### src/rtl/apuf_crp_controller.sv
`default_nettype none
// ============================================================================
// Module      : apuf_crp_controller
// Description : Arbiter-PUF challenge/response sequencer with majority voting
//               and a valid/ready CRP output port.
// Revision    : 1.0 - initial release
// ============================================================================
module apuf_crp_controller #(
    parameter int N       = 32,
    parameter int SETTLE  = 8,
    parameter int REPS    = 5,
    parameter int NUM_CRP = 1024,
    parameter int CNT_W   = 16
) (
    input  logic             clk,
    input  logic             rst,
    input  logic             start,
    input  logic [N-1:0]     c_bits_in,
    output logic [N-1:0]     chal_out,
    output logic             launch,
    input  logic             puf_resp,
    output logic             crp_valid,
    input  logic             crp_ready,
    output logic [N-1:0]     crp_challenge,
    output logic             crp_response,
    output logic             crp_stable,
    output logic [CNT_W-1:0] crp_count,
    output logic             busy,
    output logic             done
);
    localparam int c_ones_w = $clog2(REPS + 1);
    localparam int c_wait_w = $clog2(SETTLE + 1);

    localparam logic [c_ones_w-1:0] c_last_rep   = c_ones_w'(REPS - 1);
    localparam logic [c_ones_w-1:0] c_half       = c_ones_w'(REPS / 2);
    localparam logic [c_ones_w-1:0] c_all        = c_ones_w'(REPS);
    localparam logic [c_wait_w-1:0] c_settle_end = c_wait_w'(SETTLE - 1);
    localparam logic [CNT_W-1:0]    c_num_crp    = CNT_W'(NUM_CRP);

    typedef enum logic [2:0] {
        S_IDLE    = 3'd0,
        S_CAPTURE = 3'd1,
        S_LAUNCH  = 3'd2,
        S_WAIT    = 3'd3,
        S_SAMPLE  = 3'd4,
        S_RELAX   = 3'd5,
        S_OUTPUT  = 3'd6,
        S_DONE    = 3'd7
    } state_t;

    state_t              r_state;
    state_t              w_next;
    logic [N-1:0]        r_chal;
    logic [c_ones_w-1:0] r_ones;
    logic [c_ones_w-1:0] r_rep;
    logic [c_wait_w-1:0] r_wait_cnt;
    logic [CNT_W-1:0]    r_count;
    logic [CNT_W-1:0]    w_count_inc;
    logic                r_sync_meta;
    logic                r_resp_sync;

    assign w_count_inc = r_count + CNT_W'(1);

    always_ff @(posedge clk or negedge rst) begin
        if (!rst) begin
            r_state <= S_IDLE;
        end else begin
            r_state <= w_next;
        end
    end

    always_comb begin
        w_next = r_state;
        case (r_state)
            S_IDLE:    if (start) w_next = S_CAPTURE;
            S_CAPTURE: w_next = S_LAUNCH;
            S_LAUNCH:  w_next = S_WAIT;
            S_WAIT:    if (r_wait_cnt == c_settle_end) w_next = S_SAMPLE;
            S_SAMPLE:  w_next = (r_rep == c_last_rep) ? S_OUTPUT : S_RELAX;
            S_RELAX:   w_next = S_LAUNCH;
            S_OUTPUT: begin
                if (crp_ready) begin
                    if ((NUM_CRP != 0) && (w_count_inc == c_num_crp)) begin
                        w_next = S_DONE;
                    end else begin
                        w_next = S_CAPTURE;
                    end
                end
            end
            S_DONE:    if (start) w_next = S_CAPTURE;
            default:   w_next = S_IDLE;
        endcase
    end

    // The arbiter output is asynchronous; only the second flop feeds the vote.
    always_ff @(posedge clk or negedge rst) begin
        if (!rst) begin
            r_sync_meta <= 1'b0;
            r_resp_sync <= 1'b0;
        end else begin
            r_sync_meta <= puf_resp;
            r_resp_sync <= r_sync_meta;
        end
    end

    always_ff @(posedge clk or negedge rst) begin
        if (!rst) begin
            r_chal     <= '0;
            r_ones     <= '0;
            r_rep      <= '0;
            r_wait_cnt <= '0;
            r_count    <= '0;
        end else begin
            case (r_state)
                S_CAPTURE: begin
                    r_chal <= c_bits_in;
                    r_ones <= '0;
                    r_rep  <= '0;
                end
                S_LAUNCH:  r_wait_cnt <= '0;
                S_WAIT:    r_wait_cnt <= r_wait_cnt + c_wait_w'(1);
                S_SAMPLE: begin
                    r_ones <= r_ones + c_ones_w'(r_resp_sync);
                    r_rep  <= r_rep + c_ones_w'(1);
                end
                S_OUTPUT:  if (crp_ready) r_count <= w_count_inc;
                S_DONE:    if (start) r_count <= '0;
                default: ;
            endcase
        end
    end

    // Every output is a register or a pure decode of r_state, so ready never reaches valid.
    assign chal_out      = r_chal;
    assign crp_challenge = r_chal;
    assign launch        = (r_state == S_LAUNCH);
    assign crp_valid     = (r_state == S_OUTPUT);
    assign crp_response  = crp_valid && (r_ones > c_half);
    assign crp_stable    = crp_valid && ((r_ones == '0) || (r_ones == c_all));
    assign crp_count     = r_count;
    assign done          = (r_state == S_DONE);
    assign busy          = (r_state != S_IDLE) && (r_state != S_DONE);

endmodule
`default_nettype wire
### config.mk
export PLATFORM = sky130hd
export DESIGN_NAME = apuf_crp_controller
export DESIGN_NICKNAME = d
export VERILOG_FILES = /design/src/rtl/apuf_crp_controller.sv
export SDC_FILE = /design/constraint.sdc
export NUM_CORES = 1
export LEC_CHECK = 0
export CAP_MARGIN = 20
export CORE_MARGIN = 2
export CORE_UTILIZATION = 38
export CTS_CLUSTER_DIAMETER = 40
export DETAILED_ROUTE_END_ITERATION = 16
export GPL_ROUTABILITY_DRIVEN = 1
export GPL_TIMING_DRIVEN = 0
export PLACE_DENSITY_LB_ADDON = 0.15
export SKIP_CTS_REPAIR_TIMING = 1
export SLEW_MARGIN = 20
export SYNTH_ARGS = -nofsm -noshare
export SYNTH_HDL_FRONTEND = slang
export SYNTH_SLANG_ARGS = --single-unit
### constraint.sdc
create_clock -name clk -period 4.1 [get_ports clk]
set_input_delay 0.82 -clock clk [delete_from_list [all_inputs] [get_ports clk]]
set_output_delay 0.82 -clock clk [all_outputs]
set_load 0.005 [all_outputs]
# After elaboration in Yosys (flattened, before gate mapping)
# Cells that the tools add are included.
[classes] add_sub_neg=4 n_lt_le_gt_ge=1 n_eq_ne=16 n_mux=12 n_reduce_logical=14
[op_table] operator="16-bit two-way mux" count=2
[op_table] operator="16-bit case mux with 2 select lines" count=1
[op_table] operator="3-bit == test (second input constant)" count=6
[op_table] operator="3-bit case mux with 6 select lines" count=1
[op_table] operator="16-bit by 1-bit adder with 16-bit output (second input constant)" count=1
[op_table] operator="16-bit by 11-bit == test with 1-bit output (second input constant)" count=1
[op_table] operator="3-bit two-way mux" count=4
[op_table] operator="3-bit case mux with 2 select lines" count=2
[op_table] operator="4-bit case mux with 2 select lines" count=1
[op_table] operator="3-bit by 2-bit == test with 1-bit output (second input constant)" count=2
[op_table] operator="3-bit logical NOT" count=2
[op_table] operator="3-bit AND reduction" count=2
[op_table] operator="2-bit nonzero test" count=3
[op_table] operator="4-bit by 1-bit adder with 4-bit output (second input constant)" count=1
[op_table] operator="4-bit by 3-bit == test with 1-bit output (second input constant)" count=1
[op_table] operator="2-bit by 1-bit inequality test with 1-bit output (second input constant)" count=2
[op_table] operator="2-bit inequality test (second input constant)" count=2
[op_table] operator="2-bit OR reduction" count=2
[op_table] operator="3-bit by 1-bit adder with 3-bit output" count=1
[op_table] operator="3-bit by 1-bit adder with 3-bit output (second input constant)" count=1
[op_table] operator="3-bit by 1-bit == test with 1-bit output (second input constant)" count=1
[op_table] operator="3-bit by 2-bit > comparator with 1-bit output (second input constant)" count=1
[op_table] operator="1-bit logical AND" count=3
[op_table] operator="3-bit inequality test (second input constant)" count=1
[op_table] operator="3 further kinds" count=3
[totals] ff_bits=63 wordCells=55

# Depth between registers and ports, before layout
# Gate-level depths: netlist of the first run.
[depth] depth_word=5 ltp_mapped=7 mapped_depth_nobuf=7

# Worst setup path after synthesis of the first run
# OpenSTA, ideal clock, no wires.
[synth_timing] kind="reg-to-output" from="register r_state[1]" to="output port busy" arrival_ns=1.088 path_slack_ns=2.192 path_stages_with_launch=5 n_path_buf=1 path_cell_list="dfrtp_1 > buf_2 > nand3_2 > clkinv_1 > a21oi_1"
[synth_via] elab_chain_len=2 elab_cells_between_ends=3 classes_between="eq/ne: 1; reduce/logical: 2"
[synth_rtl] element="start: declaration" line="51" source="state_t r_state;"
[synth_rtl] element="start signal: assignment" line="68" source="r_state <= w_next;"
[synth_rtl] element="3-bit inequality test / 3-bit nonzero test (equally long branches)" line="142" source="assign busy = (r_state != S_IDLE) && (r_state != S_DONE);"
[synth_rtl] element="1-bit logical AND *" line="142"
[synth_rtl] element="end: declaration" line="28" source="output logic busy,"
# Every way passes the cells marked *; elsewhere a longest branch is shown, timed or not.

# Worst setup path after layout of the first run
# Ends and elaborated chain as after synthesis.

==> qor.yml, run 1 <==
sta:
  slew_viol_final: 0
  fmaxAchievable_mhz: 323.6
  max_slew.worst_pin.slew_ns: 0.6647
  final_cycle_utilization_of_the_critical_path_pct: 75.37
  setup_viol: 0
  post-route-min-period_ns: 3.090
  fin_tns_setup_ns: 0
  final_critical_path_setup_slack_ns: 1.010
  rsz0062_at_grt: "no"
  timing.final.hold_violations: 0
  maxSlewHeadroom_pct: 55.52
  final.setup_skew_ns: 0.005496
clock_tree:
  worstSkewPairLatency_ns: 0.34
  cts_root_buffer: "sky130_fd_sc_hd__clkbuf_8"
  tritoncts: "done"
  cts_htree_levels: 3
  cts_buffers: 9
  cts_max_path_buffers: 2
  path_clk_slew_ns: 0.07
  cts.sink_count: 63
layout:
  layout.area.seq_mm2: 0.001577
  fin_util_pct: 57.22
  fillerInstances: 795
  antenna-diode-count: 0
  stdcell_area_mm2: 0.004966
  drive_above_1_share_pct: 20.85
  finish.net_count: 509
  multi_input_logic_area_mm2: 0.001450
  area.growth.synth_to_final_pct: 47.27
global_routing:
  global_route_wire_length_before_repair_mm: 14.54
  busiest_layer: "met2"
  global_route.usage.met1_pct: 26.09
  number_of_antenna_violations_at_the_first_check_in_global_routing: 0
  global_route_track_usage_on_met3_pct: 3.651
  first_global_vias: 2823
  grt_util_all_layers_pct: 18.73
  global_route.usage.met2_pct: 29.61
  pin_count_of_the_biggest_net_entering_global_routing: 55
  grt.overflow.total: 0
worst_hold_path:
  worst_hold_path_type: "in -> async"
die:
  num_rows: 34
  floorplan.die.width_um: 98.20
  num_io_pins: 123
  die_h_um: 98.20
  design.core.area_mm2: 0.008678
  initial_utilization_pct: 38.86
  design.die.area_mm2: 0.009643
setup_path:
  critical_path_buf_inv_count: 3
  critical_path.cell_chain: "buf_2 -> nand3_2 -> clkinv_1 -> a21oi_1 -> clkdlybuf4s50_1"
  crit_path_kind: "reg -> out"
  critical_path.max_stage_delay_ns: 0.53
  type_of_element_capturing_the_critical_path: "output port"
  path_max_fanout: 10
  timing.critical_path.slowest_stage_cell: "sky130_fd_sc_hd__clkdlybuf4s50_1"
  critPathTopFamily: "buffers and inverters"
  worst-endpoint-required_ns: 3.28
  critical_path_startpoint_category: "flop"
  worst_ep_arrival_time_ns: 2.27
placement:
  dp_hpwl_mm: 6.448
  gp_congestion: 0.8393
  port_buffers: 122
  placement_setup_slack_ns: 1.350
  placement.cell_area_mm2: 0.004753
power:
  power.density_mw_per_mm2: 640.0
  leakage_uw: 0.002099
  peakVddDrop_mv: 0.2679
synthesis:
  seq_area_frac_synth_pct: 46.75
  avgSynthCellArea_um2: 10.19
  syn-instance-count: 331
  postSynth.asyncResetShare_pct: 100.0
  ys_warn_count: 0
  synth_largest_area_cell: "sky130_fd_sc_hd__dfrtp_1"
  yosys_most_used_dff: "sky130_fd_sc_hd__dfrtp_1"
  top_area_cells_in_the_synthesized_netlist: "sky130_fd_sc_hd__dfrtp_1, sky130_fd_sc_hd__mux2_2, sky130_fd_sc_hd__buf_4, sky130_fd_sc_hd__o21ai_0, sky130_fd_sc_hd__a21oi_1"
  synth_edf_count: 0
  synthesis.nets: 375
  synth.cell_area_mm2: 0.003372
  ys_seq_elements: 63
  synth.distinct_cells: 48
  synth_top_area_share_pct: 46.75
route:
  detailedRoute.firstIterationViolations: 99
  routed_wire_length_per_instance_um: 15.09
  dr_total_vias: 2982
  vias_per_cell: 5.159
  firstDrtPassIters: 5
  drc_errors: 0
  postRouteAntennaNets: 0
  detail_route.wirelength_mm: 8.724
outcome:
  outcome: "completed"
flow_run:
  cap_viol_max_count: 0
==> through the flow <==
step                instances  power, uW  hold WS (ns)
floorplan                 331       1733        0.3312
CTS                       578       3215        0.3109
global route              578       3401        0.3133
global placement          561       2575        0.3344
detailed placement        562       2623        0.3434
finish                    578       3178        0.3164
==> kinds of logic (layout without fill, tap and decap cells) <==
group                    count (synthesis)  count (layout)  share of synthesized area, %
AO/OA/AOI/OAI                           78              78                         13.10
XOR/XNOR                                 2               2                        0.5196
adder cells (fa/ha/maj)                  7               7                         2.597
buffers and inverters                   56             195                         10.24
flip-flops                              63              63                         46.75
multiplexers                            40              40                         13.06
AND/OR/NAND/NOR                         85              85                         13.73
==> flip-flops by register name (all words and copies together), names as in the netlist <==
register / cells
chal_out: 32
crp_count: 16
r_wait_cnt: 4
r_ones: 3
r_rep: 3
r_state: 3
r_resp_sync: 1
r_sync_meta: 1
==> power by group <==
part           total (uW)  switching, uW  internal, uW
combinational        1550            496          1050
clock                 590            250           340
sequential           1040            198           842
==> per-layer routing <==
metal	part of all wire, %	up-vias
li1	-	1435
met1	47	1422
met2	46	118
met3	6.1	7
met4	0.93	0
met5	0	-
==> cell usage in the layout (no fill, tap or decap), types with 9 or more instances in the layout <==
cell,netlist,routed
sky130_fd_sc_hd__a21oi_1,24,24
sky130_fd_sc_hd__buf_2,11,11
sky130_fd_sc_hd__buf_4,32,33
sky130_fd_sc_hd__clkbuf_8,0,9
sky130_fd_sc_hd__clkdlybuf4s50_1,0,121
sky130_fd_sc_hd__dfrtp_1,63,63
sky130_fd_sc_hd__mux2_2,30,30
sky130_fd_sc_hd__nand2_1,22,22
sky130_fd_sc_hd__nand4_1,9,9
sky130_fd_sc_hd__nor2_1,19,19
sky130_fd_sc_hd__o21ai_0,32,32
==> Yosys cell counts (all sizes together) (2+ instances only) <==
| library cell | instances |
|---|---|
| mux2 | 32 |
| o21a | 2 |
| mux2i | 8 |
| or3 | 2 |
| and2 | 2 |
| nand4b | 2 |
| a31oi | 5 |
| nand4 | 10 |
| nor3 | 6 |
| o21ai | 34 |
| nand2 | 22 |
| nor2 | 19 |
| and4 | 3 |
| a21oi | 24 |
| clkbuf | 3 |
| and3 | 2 |
| nor4 | 3 |
| dfrtp | 63 |
| ha | 7 |
| buf | 43 |
| nand3 | 10 |
| inv | 9 |
| a22oi | 4 |
==> area by class of cell <==
| type | instances | area share [%] |
|---|---|---|
| multi-input combinational | 212 | 29.20 |
| timing repair buffer | 123 | 25.09 |
| inverter | 10 | 0.7559 |
| tap | 108 | 2.721 |
| clock inverter | 6 | 1.713 |
| clock buffer | 10 | 2.570 |
| buffer | 46 | 6.198 |
| sequential | 63 | 31.75 |
==> worst paths after layout <==
| path | depth (start not counted) | startpoint | to | slack [ns] |
|---|---|---|---|---|
| max in group asynchronous | 2 | rst | crp_count[15]$_DFFE_PN0P_ | 3.29 |
| min in group clk | 0 | r_sync_meta$_DFF_PN0_ | r_resp_sync$_DFF_PN0_ | 0.36 |
| worst min register to register | 0 | r_sync_meta$_DFF_PN0_ | r_resp_sync$_DFF_PN0_ | 0.36 |
| worst max register to register | 7 | crp_count[0]$_DFFE_PN0P_ | r_state[2]$_DFFE_PN0P_ | 2.14 |
| worst max-delay path | 5 | r_state[1]$_DFFE_PN0P_ | busy | 1.01 |
| worst min-delay path | 1 | rst | crp_count[3]$_DFFE_PN0P_ | 0.32 |
(Power assumes the default switching activity.)
==> inputs of run 2 (changes only) <==
==> constraint.sdc (replaced) <==
create_clock -name clk -period 2.7 [get_ports clk]
set_input_delay 0.54 -clock clk [delete_from_list [all_inputs] [get_ports clk]]
set_output_delay 0.54 -clock clk [all_outputs]
set_load 0.005 [all_outputs]
==> qor.yml, run 2 (synthesis results as in run 1) <==
setup_path:
  crit_path_kind: "reg -> out"
  r2r_setup_slack_ns: 0.76  # -1.38 ns
  critical_path.cell_chain: "clkbuf_4 -> inv_1 -> clkbuf_1 -> a21oi_1 -> clkdlybuf4s50_1"
  type_of_element_capturing_the_critical_path: "output port"
  critical_path_startpoint_category: "flop"
  worst_ep_arrival_time_ns: 2.02  # -0.25 ns
  worst_r2r_startpoint: "crp_count[0]$_DFFE_PN0P_"
  reg2regPathDepth: 7  # unchanged
  r2r-end: "r_state[2]$_DFFE_PN0P_"
  timing.critical_path.slowest_stage_cell: "sky130_fd_sc_hd__dfrtp_2"
  critical_path.max_stage_delay_ns: 0.47  # -0.06 ns
  path_max_fanout: 10  # unchanged
  worst-endpoint-required_ns: 2.16  # -1.12 ns
layout:
  area.growth.synth_to_final_pct: 48.39
  drive_above_1_share_pct: 21.78  # +0.92 points
  finish.net_count: 512  # +0.59%
  layout.cells.most_common_list: "sky130_fd_sc_hd__clkdlybuf4s50_1, sky130_fd_sc_hd__dfrtp_1, sky130_fd_sc_hd__buf_4"
  largest_reg_flops: 32  # unchanged
  stdcell_area_mm2: 0.005004  # +0.76%
  layout.cells.most_common: "sky130_fd_sc_hd__clkdlybuf4s50_1"
  antenna-diode-count: 0  # unchanged
sta:
  final_cycle_utilization_of_the_critical_path_pct: 94.99
  fmaxAchievable_mhz: 389.9
  post-route-min-period_ns: 2.565
  max_slew.worst_pin.slew_ns: 0.6763  # +0.01155 ns
  maxSlewHeadroom_pct: 54.75  # -0.77 points
  setup_viol: 0  # unchanged
  rsz0062_at_grt: "no"
  final.setup_skew_ns: 0.005470  # -0.00002678 ns
  slew_viol_final: 0  # unchanged
  fin_tns_setup_ns: 0  # unchanged
  timing.final.hold_violations: 0  # unchanged
power:
  leakage_uw: 0.002111  # +0.58%
  peakVddDrop_mv: 0.4201  # +57%
  power.density_mw_per_mm2: 969.6  # +51%
global_routing:
  global_route_wire_length_before_repair_mm: 14.54  # unchanged
  grt_util_all_layers_pct: 18.73  # unchanged
  pin_count_of_the_biggest_net_entering_global_routing: 55  # unchanged
  number_of_antenna_violations_at_the_first_check_in_global_routing: 0  # unchanged
  first_global_vias: 2823  # unchanged
  grt.overflow.total: 0  # unchanged
route:
  highest-signal-layer: "met4"
  routed_wire_length_per_instance_um: 15.13  # +0.26%
  vias_per_cell: 5.151  # -0.15%
  wl_met3_um: 573  # +7.5%
  postRouteAntennaNets: 0  # unchanged
  detail_route.wirelength_mm: 8.792  # +0.78%
  dr_total_vias: 2993  # +0.37%
  firstDrtPassIters: 4  # -1
  detailedRoute.firstIterationViolations: 100  # +1.0%
  met2WireLength_mm: 3.997  # +0.53%
  drt-met1-wl_mm: 4.129  # about the same
  drc_errors: 0  # unchanged
placement:
  port_buffers: 122  # unchanged
  gp_congestion: 0.8393  # unchanged
  placement.cell_area_mm2: 0.004753  # unchanged
  dp_hpwl_mm: 6.448  # unchanged
flow_run:
  cap_viol_max_count: 0  # unchanged
clock_tree:
  path_clk_slew_ns: 0.07  # about the same
  cts.sink_count: 63  # unchanged
  cts_root_buffer: "sky130_fd_sc_hd__clkbuf_8"
  cts_htree_levels: 3  # unchanged
  tritoncts: "done"
  cts_max_path_buffers: 2  # unchanged
  cts_buffers: 9  # unchanged
  worstSkewPairLatency_ns: 0.34  # about the same
die:
  num_io_pins: 123  # unchanged
  design.core.area_mm2: 0.008678  # unchanged
  floorplan.die.width_um: 98.20  # unchanged
  die_h_um: 98.20  # unchanged
  design.die.area_mm2: 0.009643  # unchanged
  num_rows: 34  # unchanged
  initial_utilization_pct: 38.86  # unchanged
outcome:
  outcome: "completed"
worst_hold_path:
  worst_hold_path_type: "in -> async"
==> run 2: report_power, final <==
group	internal [uW]	total, uW	switching [uW]
Combinational	1610	2370	762
Clock	517	895	379
Sequential	1280	1580	303
Total	3410	4850	1440
==> run 2: how the worst max path moves through the flow <==
stage | depth (start not counted) | to | slack (ns) | startpoint
3_5_place_dp | 5 | busy | 0.23 | r_state[1]$_DFFE_PN0P_
6_report | 5 | busy | 0.14 | r_state[2]$_DFFE_PN0P_
5_1_grt | 5 | busy | 0.01 | r_state[2]$_DFFE_PN0P_
3_3_place_gp | 1 | chal_out[0]$_DFFE_PN0P_ | -1.08 | rst
2_1_floorplan | 7 | r_state[1]$_DFFE_PN0P_ | 1.04 | crp_count[0]$_DFFE_PN0P_
4_1_cts | 5 | busy | -0.15 | r_state[1]$_DFFE_PN0P_
==> run 2: area by class of cell <==
| type | instances | area (um^2) |
|---|---|---|
| well taps | 108 | 135.1 |
| inverters | 10 | 41.29 |
| repair buffers | 126 | 1269 |
| plain buffers | 46 | 310.3 |
| clock inverters | 6 | 85.08 |
| multi-input cells | 212 | 1458 |
| flip-flops and latches | 63 | 1578 |
| clock buffers | 10 | 127.6 |
| fillers | 787 | 3675 |
==> run 2: metrics by stage <==
stage	hold WS (ns)	total power (uW)	util, %	setup WS [ns]	cells
3_5_place_dp	0.3434	3983	54.77	0.2301	562
5_1_grt	0.03334	5189	57.66	0.01334	581
2_1_floorplan	0.2444	2632	-	1.040	331
6_report	0.03660	4852	57.66	0.1353	581
4_1_cts	0.03094	4882	57.22	-0.1505	578
3_3_place_gp	0.3344	3909	54.48	-1.081	561
==> run 2: metal layers <==
metal  vias to the layer above  track usage (%)
li1                       1435                -
met1                      1420            26.09
met2                       129            29.61
met3                         9            3.651
met4                         0            6.006
met5                         -                0
==> run 2: worst max-delay path, delay by kind of cell (launching register included) <==
kind | cells | cell delay, ns
flops | 1 | 0.47
buf+inv | 4 | 1.08
compound gates | 1 | 0.13
